## config.mk

```make
export PLATFORM = sky130hd
export DESIGN_NAME = multi_clock_divider
export DESIGN_NICKNAME = d
export VERILOG_FILES = /design/src/rtl/multi_clock_divider.sv
export SDC_FILE = /design/constraint.sdc
export NUM_CORES = 1
export LEC_CHECK = 0
export CAP_MARGIN = 20
export CORE_MARGIN = 3
export CORE_UTILIZATION = 54
export DETAILED_ROUTE_END_ITERATION = 16
export PLACE_DENSITY = 0.78
export SLEW_MARGIN = 20
export SYNTH_ARGS = -nofsm -noshare
export SYNTH_HDL_FRONTEND = slang
export SYNTH_SLANG_ARGS = --single-unit
```

## constraint.sdc

```tcl
create_clock -name clk -period 5.1 [get_ports clk]
set_clock_uncertainty 0.15 [all_clocks]
set_input_delay 1.53 -clock clk [delete_from_list [all_inputs] [get_ports clk]]
set_output_delay 1.53 -clock clk [all_outputs]
set_load 0.05 [all_outputs]
```

## src/rtl/multi_clock_divider.sv

```systemverilog
// ---------------------------------------------------------------------------
// multi_clock_divider
//   NUM_CH independent clock-enable generators. Each channel produces a
//   one-cycle tick strobe every De clk cycles and a 50%-duty square wave that
//   toggles on every tick. De is the channel's active divisor, where 0 is
//   treated as 1. Divisors are runtime-programmable. A write to a running
//   channel is parked until the current period ends, so the output never
//   glitches.
//
// Ports
//   clk         system clock, all logic on posedge
//   rst         synchronous active-high reset
//   en          per-channel count enable
//   sync        one-cycle pulse, restarts every channel in phase
//   cfg_we      divisor write strobe
//   cfg_ch      channel index for the write (indices >= NUM_CH are ignored)
//   cfg_div     new divisor value
//   tick        registered one-cycle strobe per period, per channel
//   sq          registered square wave, per channel
//   div_active  divisor in use; channel i at [i*CNT_W +: CNT_W]
// ---------------------------------------------------------------------------
module multi_clock_divider #(
  parameter int NUM_CH      = 4,
  parameter int CNT_W       = 30,
  parameter int DEFAULT_DIV = 5000000,
  localparam int CH_W       = (NUM_CH > 1) ? $clog2(NUM_CH) : 1
) (
  input  logic                    clk,
  input  logic                    rst,
  input  logic [NUM_CH-1:0]       en,
  input  logic                    sync,
  input  logic                    cfg_we,
  input  logic [CH_W-1:0]         cfg_ch,
  input  logic [CNT_W-1:0]        cfg_div,
  output logic [NUM_CH-1:0]       tick,
  output logic [NUM_CH-1:0]       sq,
  output logic [NUM_CH*CNT_W-1:0] div_active
);

  localparam logic [CNT_W-1:0] DEF_DIV = CNT_W'(DEFAULT_DIV);
  localparam logic [CNT_W-1:0] ZERO    = {CNT_W{1'b0}};
  localparam logic [CNT_W-1:0] ONE     = {{(CNT_W-1){1'b0}}, 1'b1};

  for (genvar i = 0; i < NUM_CH; i++) begin : g_ch
    logic [CNT_W-1:0] count_r, count_s;
    logic [CNT_W-1:0] div_act_r, div_act_s;
    logic [CNT_W-1:0] div_pend_r, div_pend_s;
    logic             pend_valid_r, pend_valid_s;
    logic             tick_r, tick_s;
    logic             sq_r, sq_s;
    logic             wr_s;
    logic             terminal_s;
    logic [CNT_W-1:0] div_eff_s;

    // Out-of-range indices never match any generated channel, so they are
    // dropped without an explicit range check.
    assign wr_s       = cfg_we && (cfg_ch == CH_W'(i));
    assign div_eff_s  = (div_act_r == ZERO) ? ONE : div_act_r;
    // ">=" keeps the channel from running away if count ever exceeded De-1.
    assign terminal_s = (count_r >= (div_eff_s - ONE));

    // Next-state logic for one channel, in edge priority order.
    always_comb begin
      count_s      = count_r;
      div_act_s    = div_act_r;
      div_pend_s   = div_pend_r;
      pend_valid_s = pend_valid_r;
      tick_s       = 1'b0;
      sq_s         = sq_r;
      if (sync) begin
        count_s      = ZERO;
        sq_s         = 1'b0;
        pend_valid_s = 1'b0;
        // A same-cycle write beats an older pending value.
        if (wr_s) begin
          div_act_s = cfg_div;
        end else if (pend_valid_r) begin
          div_act_s = div_pend_r;
        end else begin
          div_act_s = div_act_r;
        end
      end else if (wr_s && !en[i]) begin
        // An idle channel can take the new divisor at once and restart.
        div_act_s    = cfg_div;
        count_s      = ZERO;
        pend_valid_s = 1'b0;
      end else if (en[i]) begin
        if (terminal_s) begin
          count_s = ZERO;
          tick_s  = 1'b1;
          sq_s    = ~sq_r;
          if (pend_valid_r) begin
            div_act_s    = div_pend_r;
            pend_valid_s = 1'b0;
          end else begin
            div_act_s = div_act_r;
          end
        end else begin
          count_s = count_r + ONE;
        end
        // This follows the boundary promotion above. A write on the terminal
        // edge is therefore parked for the following period.
        if (wr_s) begin
          div_pend_s   = cfg_div;
          pend_valid_s = 1'b1;
        end else begin
          div_pend_s = div_pend_r;
        end
      end else begin
        tick_s = 1'b0;
      end
    end

    // Channel state registers with synchronous reset.
    always_ff @(posedge clk) begin
      if (rst) begin
        count_r      <= ZERO;
        div_act_r    <= DEF_DIV;
        div_pend_r   <= ZERO;
        pend_valid_r <= 1'b0;
        tick_r       <= 1'b0;
        sq_r         <= 1'b0;
      end else begin
        count_r      <= count_s;
        div_act_r    <= div_act_s;
        div_pend_r   <= div_pend_s;
        pend_valid_r <= pend_valid_s;
        tick_r       <= tick_s;
        sq_r         <= sq_s;
      end
    end

    assign tick[i]                        = tick_r;
    assign sq[i]                          = sq_r;
    assign div_active[i*CNT_W +: CNT_W]   = div_act_r;
  end

endmodule

```

==> results.md, run 1 <==
- Slew headroom: 0.2634
- Hpwl dp: around 45000 um
- Num CTS Buffers: 40
- FF/Latch Area: 0.007491 mm^2
- Antenna viol nets, final: 0
- DR WL/cell: 19.27 um
- PwrDens: approximately 260 mW/mm^2
- Tmin final: 5.256 ns
- Vias: approximately 20000
- Clock Path Buffers: 3
- Period utilization: 1.031
- Setup violations, final: 19
- Worst Path Required: 5.31 ns
- Cell family with most CP delay: simple AND/OR/NAND/NOR gates
- GR Layer Usage met3: 0.04246
- 1st-iter DRT viols: 1804
- First-pass GRT wire length: 100700 um
- Placed Area: 0.02376 mm^2
- Gr usage total: 0.2961
- Max IR drop VDD: 197.4 uV
- Post-Syn Nets: 2807
- Prevailing post-synth register cell: dfxtp_1
- Mean Syn Cell Area: 7.958 um^2
- Dpl cells: 3260
- RSZ-0062 raised after global routing: yes
- Synthesized area: 0.02100 mm^2
- Failing checks: setup timing
- Post-synthesis compound-gate area fraction: 0.1208
- Final Instance Area: about 0.026 mm^2
- Worst path max stage delay: 0.53 ns
- Post-Synth XOR/XNOR Area: 0.09258
- Largest net degree at the start of global routing: 105
- Grt total ovfl: 0
- Final #Nets: 2992
- Fin util: 0.6817
- Largest family of logic cells by synthesized area: simple AND/OR/NAND/NOR gates
- Clock sink count: about 370
- DRC viols: 0
- Reg clk slew, reported paths: 0.06 ns
- Initial antenna violation count: 1
- CP Class: flip-flop to flip-flop
- Leakage power: 9.390 nW
- Worst Hold Depth: 2
- Area grow syn2layout: 23.43%
- Root Buffer: clkbuf_16
- Row cnt: 71
- Vias in the first global route: roughly 19000
- Area leader, netlist: dfxtp_1
- Final Hold Fails: 0
- Syn. warnings: 0
- Reg2Reg Depth: 23
- Startpoint Class: flip-flop
- Final setup margin: -0.1557 ns
- Largest cells by area after synthesis: dfxtp_1 (35%), ha_1 (7.6%), nand2_1 (7.5%)
- Final Max Slew Viols: 0
- Met2 Resource Use GR: 0.4844
- Hold Buf Count CTS: 0
- Worst Setup End Kind: flip-flop
- Share of the synthesized area in the top cell type: 0.3546
- CTS tree: yes
- Post-Syn Instances: 2639
- Hold Crit Class: flip-flop to flip-flop
- Die area: 0.04129 mm^2
- GR Layer Usage met1: 0.4039
- Layout fillers: 3014
- Port Buffer Count: 167
- Seq/Total Area, Yosys: 0.3546
- FMAX: about 190 MHz
- EDFF count, synth: 0
- Overall power consumption: ~6.8 mW
- DRT Pass-1 Iters: 6
- Initial core utilization: 0.5524
- Status: complete, but fails checks
- Worst slew pin tran: about 1.1 ns
- Die height: 203.2 um
- CP Cell Sequence: or4_4 > or2_4 > nor4_4 > nand2_2 > nor3_2 > nor2_1 > ha_2 > nand3b_1 > nand2b_4 > nand2b_4 > or4_4 > nor2_1 > xnor2_1 > ha_1 > nand4_1 > nor4_4 > a32o_1 > a2111o_1 > a211oi_4 > buf_6 > clkbuf_16 > mux2i_1 > nor2_1
- Cell variety after synth: 55
- Die Span X: 203.2 um
- H-tree depth: 2
- Post-synthesis mux area share: 0.07006
- I/O pin count: 168
- Max-cap violations: 0
- Critical Path Most Common Cell: nor2_1
- Buffers & Inverters on Critical Path: 2
- Grt peak-use layer: met2
- CP Depth: 23
- Layout cells sized above 1: 0.1236
- Drt total wl: ~65000 um
- Synth Area in Simple Gates: 0.2415
- Routability cong.: slightly above 0.9
- Crit-path slowest cell: or4_4
- Worst Path Arrival: approximately 5.5 ns
- Area occupied by multi-input gates: 0.01328 mm^2
- Post-Route Setup TNS: -0.6420 ns
- Core ar.: 0.03802 mm^2
- Synth Register Bits: 372
- Final Non-Filler Cells: 3361
- Adder-Cell Fraction of Synth Area: 0.07626
- Ys async rst share: 0
- Drt via density: about 6
- Worst skew pair latency: 0.54 ns
- CP max FO: 5
timing repair:
item	4_1_cts	5_1_grt
setup endpoints to repair	84	245
setup buffers	8	14
pin swaps	10	55
cloned	3	8
gates resized for setup	17	86
routing by layer:
layer	up-vias	routed length (um)
met5	-	0
met4	0	2127
met1	9576	27230
met2	861	29850
li1	9484	-
met3	157	5555
flip-flops by register name, summed over array words and instances, names as in the netlist:
name / cells
g_ch.count_r: 120
g_ch.div_act_r: 120
g_ch.div_pend_r: 120
g_ch.pend_valid_r: 4
g_ch.sq_r: 4
g_ch.tick_r: 4
final cells by class:
type,instances,share of cell area
Antenna cell,1,0.00009654
Inverter,45,0.006516
Multi-Input combinational cell,2039,0.5121
Clock buffer,61,0.04561
Timing Repair Buffer,326,0.1207
Clock inverter,6,0.001255
Sequential cell,372,0.2890
Tap cell,511,0.02467
stage by stage:
step,setup slack (ns),hold slack [ns]
2_1_floorplan,0.004038,0.2811
3_3_place_gp,0.005867,0.2870
3_5_place_dp,-0.1634,0.2911
4_1_cts,0.006689,0.2993
5_1_grt,-0.2308,0.3181
6_report,-0.1557,0.2998
synth_stat cells (2+ instances only):
| cell type | number |
|---|---|
| xor2_1 | 91 |
| nor2_1 | 336 |
| a21o_1 | 7 |
| nand3_1 | 73 |
| o31ai_1 | 2 |
| buf_1 | 6 |
| buf_4 | 16 |
| or3_1 | 14 |
| a2bb2oi_1 | 2 |
| a21oi_1 | 210 |
| buf_2 | 4 |
| and4_1 | 13 |
| o22ai_1 | 4 |
| o21ai_0 | 102 |
| or4_4 | 3 |
| a21boi_0 | 3 |
| nor3_1 | 63 |
| nor2b_1 | 6 |
| a211o_1 | 28 |
| nor4_1 | 36 |
| nand2_1 | 417 |
| nand3b_1 | 26 |
| or2_2 | 5 |
| a221o_1 | 8 |
| inv_1 | 45 |
| clkbuf_1 | 156 |
| a221oi_1 | 29 |
| a211oi_1 | 13 |
| or4_1 | 20 |
| ha_1 | 128 |
| xnor2_1 | 131 |
| nand4_1 | 57 |
| and2_1 | 5 |
| dfxtp_1 | 372 |
| mux2i_1 | 147 |
| nor3b_1 | 4 |
| a32o_1 | 2 |
| and3_1 | 19 |
| o21a_1 | 8 |
| nand2b_1 | 12 |
| nor3_2 | 2 |
logic make-up (layout without fill, tap and decap cells):
logic type | Yosys count | in the layout
adders and majority gates | 128 | 128
muxes | 147 | 147
xor gates and xnor gates | 222 | 222
buffers and inverters | 228 | 438
other | 0 | 1
DFF | 372 | 372
AOI/OAI and AO/OA | 426 | 426
and+or+nand+nor | 1116 | 1116
report_power, final:
part,internal (mW),switching (mW),total [mW]
clock network,1.59,1.17,2.76
registers,2.96,0.0639,3.02
logic,0.380,0.624,1.00
total,4.93,1.86,6.79
tightest hold or removal path: stages, from the launching register on:
cell,delay (ns)
dfxtp_1,0.30
nand2_1,0.05
a21oi_1,0.05
layout by cell type, fill, tap and decap left out, types with 11 or more instances in the layout:
master / synthesis / layout
a211o_1: 28 / 27
a211oi_1: 13 / 12
a21oi_1: 210 / 203
a221oi_2: 0 / 27
and3_1: 19 / 19
and4_1: 13 / 13
buf_4: 16 / 139
clkbuf_1: 156 / 13
clkbuf_16: 0 / 48
clkdlybuf4s50_1: 0 / 166
dfxtp_1: 372 / 349
dfxtp_2: 0 / 17
ha_1: 128 / 125
inv_1: 45 / 45
mux2i_1: 147 / 145
nand2_1: 417 / 415
nand3_1: 73 / 72
nand3b_1: 26 / 26
nand4_1: 57 / 57
nor2_1: 336 / 323
nor3_1: 63 / 57
nor4_1: 36 / 25
o21ai_0: 102 / 100
or4_1: 20 / 11
or4_4: 3 / 12
xnor2_1: 131 / 131
xor2_1: 91 / 91
path summary, 6_finish.rpt:
| kind | startpoint | to | slack, ns |
|---|---|---|---|
| worst max register to register | g_ch[3].div_act_r[13] | g_ch[3].div_act_r[25] | -0.16 |
| worst min-delay path | g_ch[0].div_pend_r[23] | g_ch[0].div_pend_r[23] | 0.30 |
| worst max-delay path | g_ch[3].div_act_r[13] | g_ch[3].div_act_r[25] | -0.16 |
| worst min register to register | g_ch[0].div_pend_r[23] | g_ch[0].div_pend_r[23] | 0.30 |
Power figures use the tool's default switching activity.
==> run 2: changes to the inputs <==
Settings changed: CORE_UTILIZATION 54 to 40, PLACE_DENSITY 0.78 to not set.
==> results.md, run 2 (synthesis results as in run 1) <==
- Initial antenna violation count: 1
- Worst Setup End Kind: flip-flop
- Min-delay src: g_ch[0].div_pend_r[0]
- Largest regs: g_ch.count_r: 120 flops, g_ch.div_act_r: 120 flops, g_ch.div_pend_r: 120 flops
- Hold Crit Class: flip-flop to flip-flop
- Num CTS Buffers: 43
- FF-to-FF setup slack: -0.12 ns
- Final Hold Fails: 0
- Clock sink count: between 300 and 400
- H-tree depth: 2
- Initial core utilization: 0.4069
- Largest net degree at the start of global routing: 96
- GR Layer Usage met3: 0.03960
- Most frequent cells in the layout: nand2_1 (413), dfxtp_1 (349), nor2_1 (294), a21oi_1 (203)
- Worst Path Arrival: between 5 and 6 ns
- Leakage power: 9.812 nW
- Period utilization: 1.023
- Slew headroom: 0.2436
- Startpoint Class: flip-flop
- Overall power consumption: roughly 7.4 mW
- Setup violations, final: 66
- RSZ-0062 raised after global routing: yes
- Fin util: 0.5265
- DRT Pass-1 Iters: 7
- CTS tree: yes
- Worst slew pin tran: 1.135 ns
- GR Layer Usage met1: 0.3289
- Reg-to-reg endpoint: g_ch[3].div_act_r[19]
- CP max FO: 5
- Vias in the first global route: 18466
- Die Span X: 235.1 um
- Final setup margin: -0.1192 ns
- I/O pin count: 168
- 1st-iter DRT viols: 1724
- Port Buffer Count: 167
- Post-Route Setup TNS: -3.314 ns
- Antenna viol nets, final: 0
- Worst Hold Depth: 2
- Reg2Reg Depth: 23
- DR WL/cell: 19.68 um
- Row cnt: 83
- Core ar.: 0.05161 mm^2
- Area occupied by multi-input gates: 0.01352 mm^2
- FMAX: 191.6 MHz
- Hpwl dp: 47830 um
- Worst Path Required: around 5.4 ns
- Most common cell after layout, fill and taps aside: nand2_1
- DRC viols: 0
- Drt via density: 5.550
- Final Max Slew Viols: 0
- CP Class: flip-flop to flip-flop
- Routability cong.: 0.8763
- Grt total ovfl: 0
- Die height: ~240 um
- Max IR drop VDD: 199.9 uV
- Hold path endpoint: g_ch[0].div_pend_r[0]
- Met2 Resource Use GR: 0.3693
- Layout fillers: 4782
- Hold Buf Count CTS: 0
- Clock Path Buffers: 3
- Area grow syn2layout: 29.40%
- FF/Latch Area: about 0.0075 mm^2
- Gr usage total: 0.2342
- Pre-CTS WS: -0.03607 ns
- Startpoint of the lowest-slack register-to-register path: g_ch[3].div_act_r[18]
- Die area: 0.05529 mm^2
- Tmin final: ~5.2 ns
- Vias: 19896
- Root Buffer: clkbuf_16
- Worst skew pair latency: 0.58 ns
- Failing checks: setup timing
- PwrDens: approximately 270 mW/mm^2
- Final Instance Area: ~0.027 mm^2
- Drt total wl: 70550 um
- First-pass GRT wire length: 105300 um
- Placed Area: 0.02420 mm^2
- Grt peak-use layer: met2
- Reg clk slew, reported paths: 0.06 ns
- Status: complete, but fails checks
- Max-cap violations: 0
- Final #Nets: 3041
- Layout cells sized above 1: 0.1536
run 2: changes by cell type in the layout (fill, tap and decap cells not counted), moves of 4 or more:
cell / delta
nor2_1: -29
buf_4: +27
nor2_4: +19
buf_6: +11
clkbuf_16: +11
nor2_2: +10
nor3_1: -8
a221oi_1: +7
a221oi_2: -7
bufinv_16: +7
nor3_2: +7
o21ai_0: -4
run 2: layer usage:
metal / part of all wire / wire [um] / up-vias
met3: 0.067 / 4708 / 102
met5: 0.00013 / 9 / -
met2: 0.45 / 31790 / 627
met4: 0.027 / 1911 / 2
met1: 0.46 / 32120 / 9581
li1: - / - / 9584
run 2: per-stage QoR:
| step | hold WS (ns) | cells |
|---|---|---|
| after floorplan | 0.2811 | 2639 |
| after global placement | 0.2874 | 3458 |
| after detailed placement | 0.2913 | 3458 |
| after CTS | 0.2992 | 3541 |
| after global routing | 0.3177 | 3584 |
| final | 0.2982 | 3585 |
run 2: worst max-delay path by stage:
stage / startpoint / to / slack, ns
floorplan: g_ch[3].div_act_r[13] / g_ch[3].div_act_r[10] / 0.004
global placement: g_ch[3].div_act_r[13] / g_ch[3].div_act_r[18] / 0.07
detailed placement: g_ch[0].div_act_r[20] / g_ch[0].div_act_r[14] / -0.04
CTS: g_ch[3].div_act_r[18] / g_ch[3].div_act_r[25] / 0.007
global route: g_ch[3].div_act_r[18] / g_ch[3].div_act_r[0] / -0.35
finish: g_ch[3].div_act_r[18] / g_ch[3].div_act_r[19] / -0.12
run 2: power by group:
group	leakage (nW)	total, mW	switching [mW]	internal, mW
clock	0.748	3.35	1.28	2.08
combinational	6.05	1.07	0.661	0.411
sequential	3.02	3.02	0.0590	2.96
run 2: worst max-delay path: stages, from the launching register on:
cell and delay (ns):
dfxtp_2 0.32, or3_4 0.38, or4_4 0.51, nor4_4 0.28
nand2_1 0.11, nor3_2 0.21, nor2_2 0.07, ha_2 0.19
nand3b_1 0.12, nand2b_4 0.15, nand2b_4 0.14, or4_4 0.12
nor4_1 0.05, xnor2_1 0.14, ha_1 0.34, nand4_1 0.13
nor4_2 0.07, a32o_1 0.26, a2111o_1 0.44, a211oi_4 0.26
buf_6 0.19, clkbuf_16 0.16, nor2_1 0.04, a211o_1 0.25
run 2: area by class of cell:
cell class,instances,area share
Tap cell,680,0.03131
Multi-Input combinational cell,2039,0.4974
Clock inverter,14,0.009024
Timing Repair Buffer,372,0.1335
Inverter,45,0.006215
Antenna cell,1,0.00009208
Clock buffer,62,0.04678
Sequential cell,372,0.2756
run 2: repair_timing:
action,in CTS,in global routing
setup endpoints to repair,38,212
resized for setup,7,169
pin swaps,3,112
setup buffers,5,27
cloned,2,19
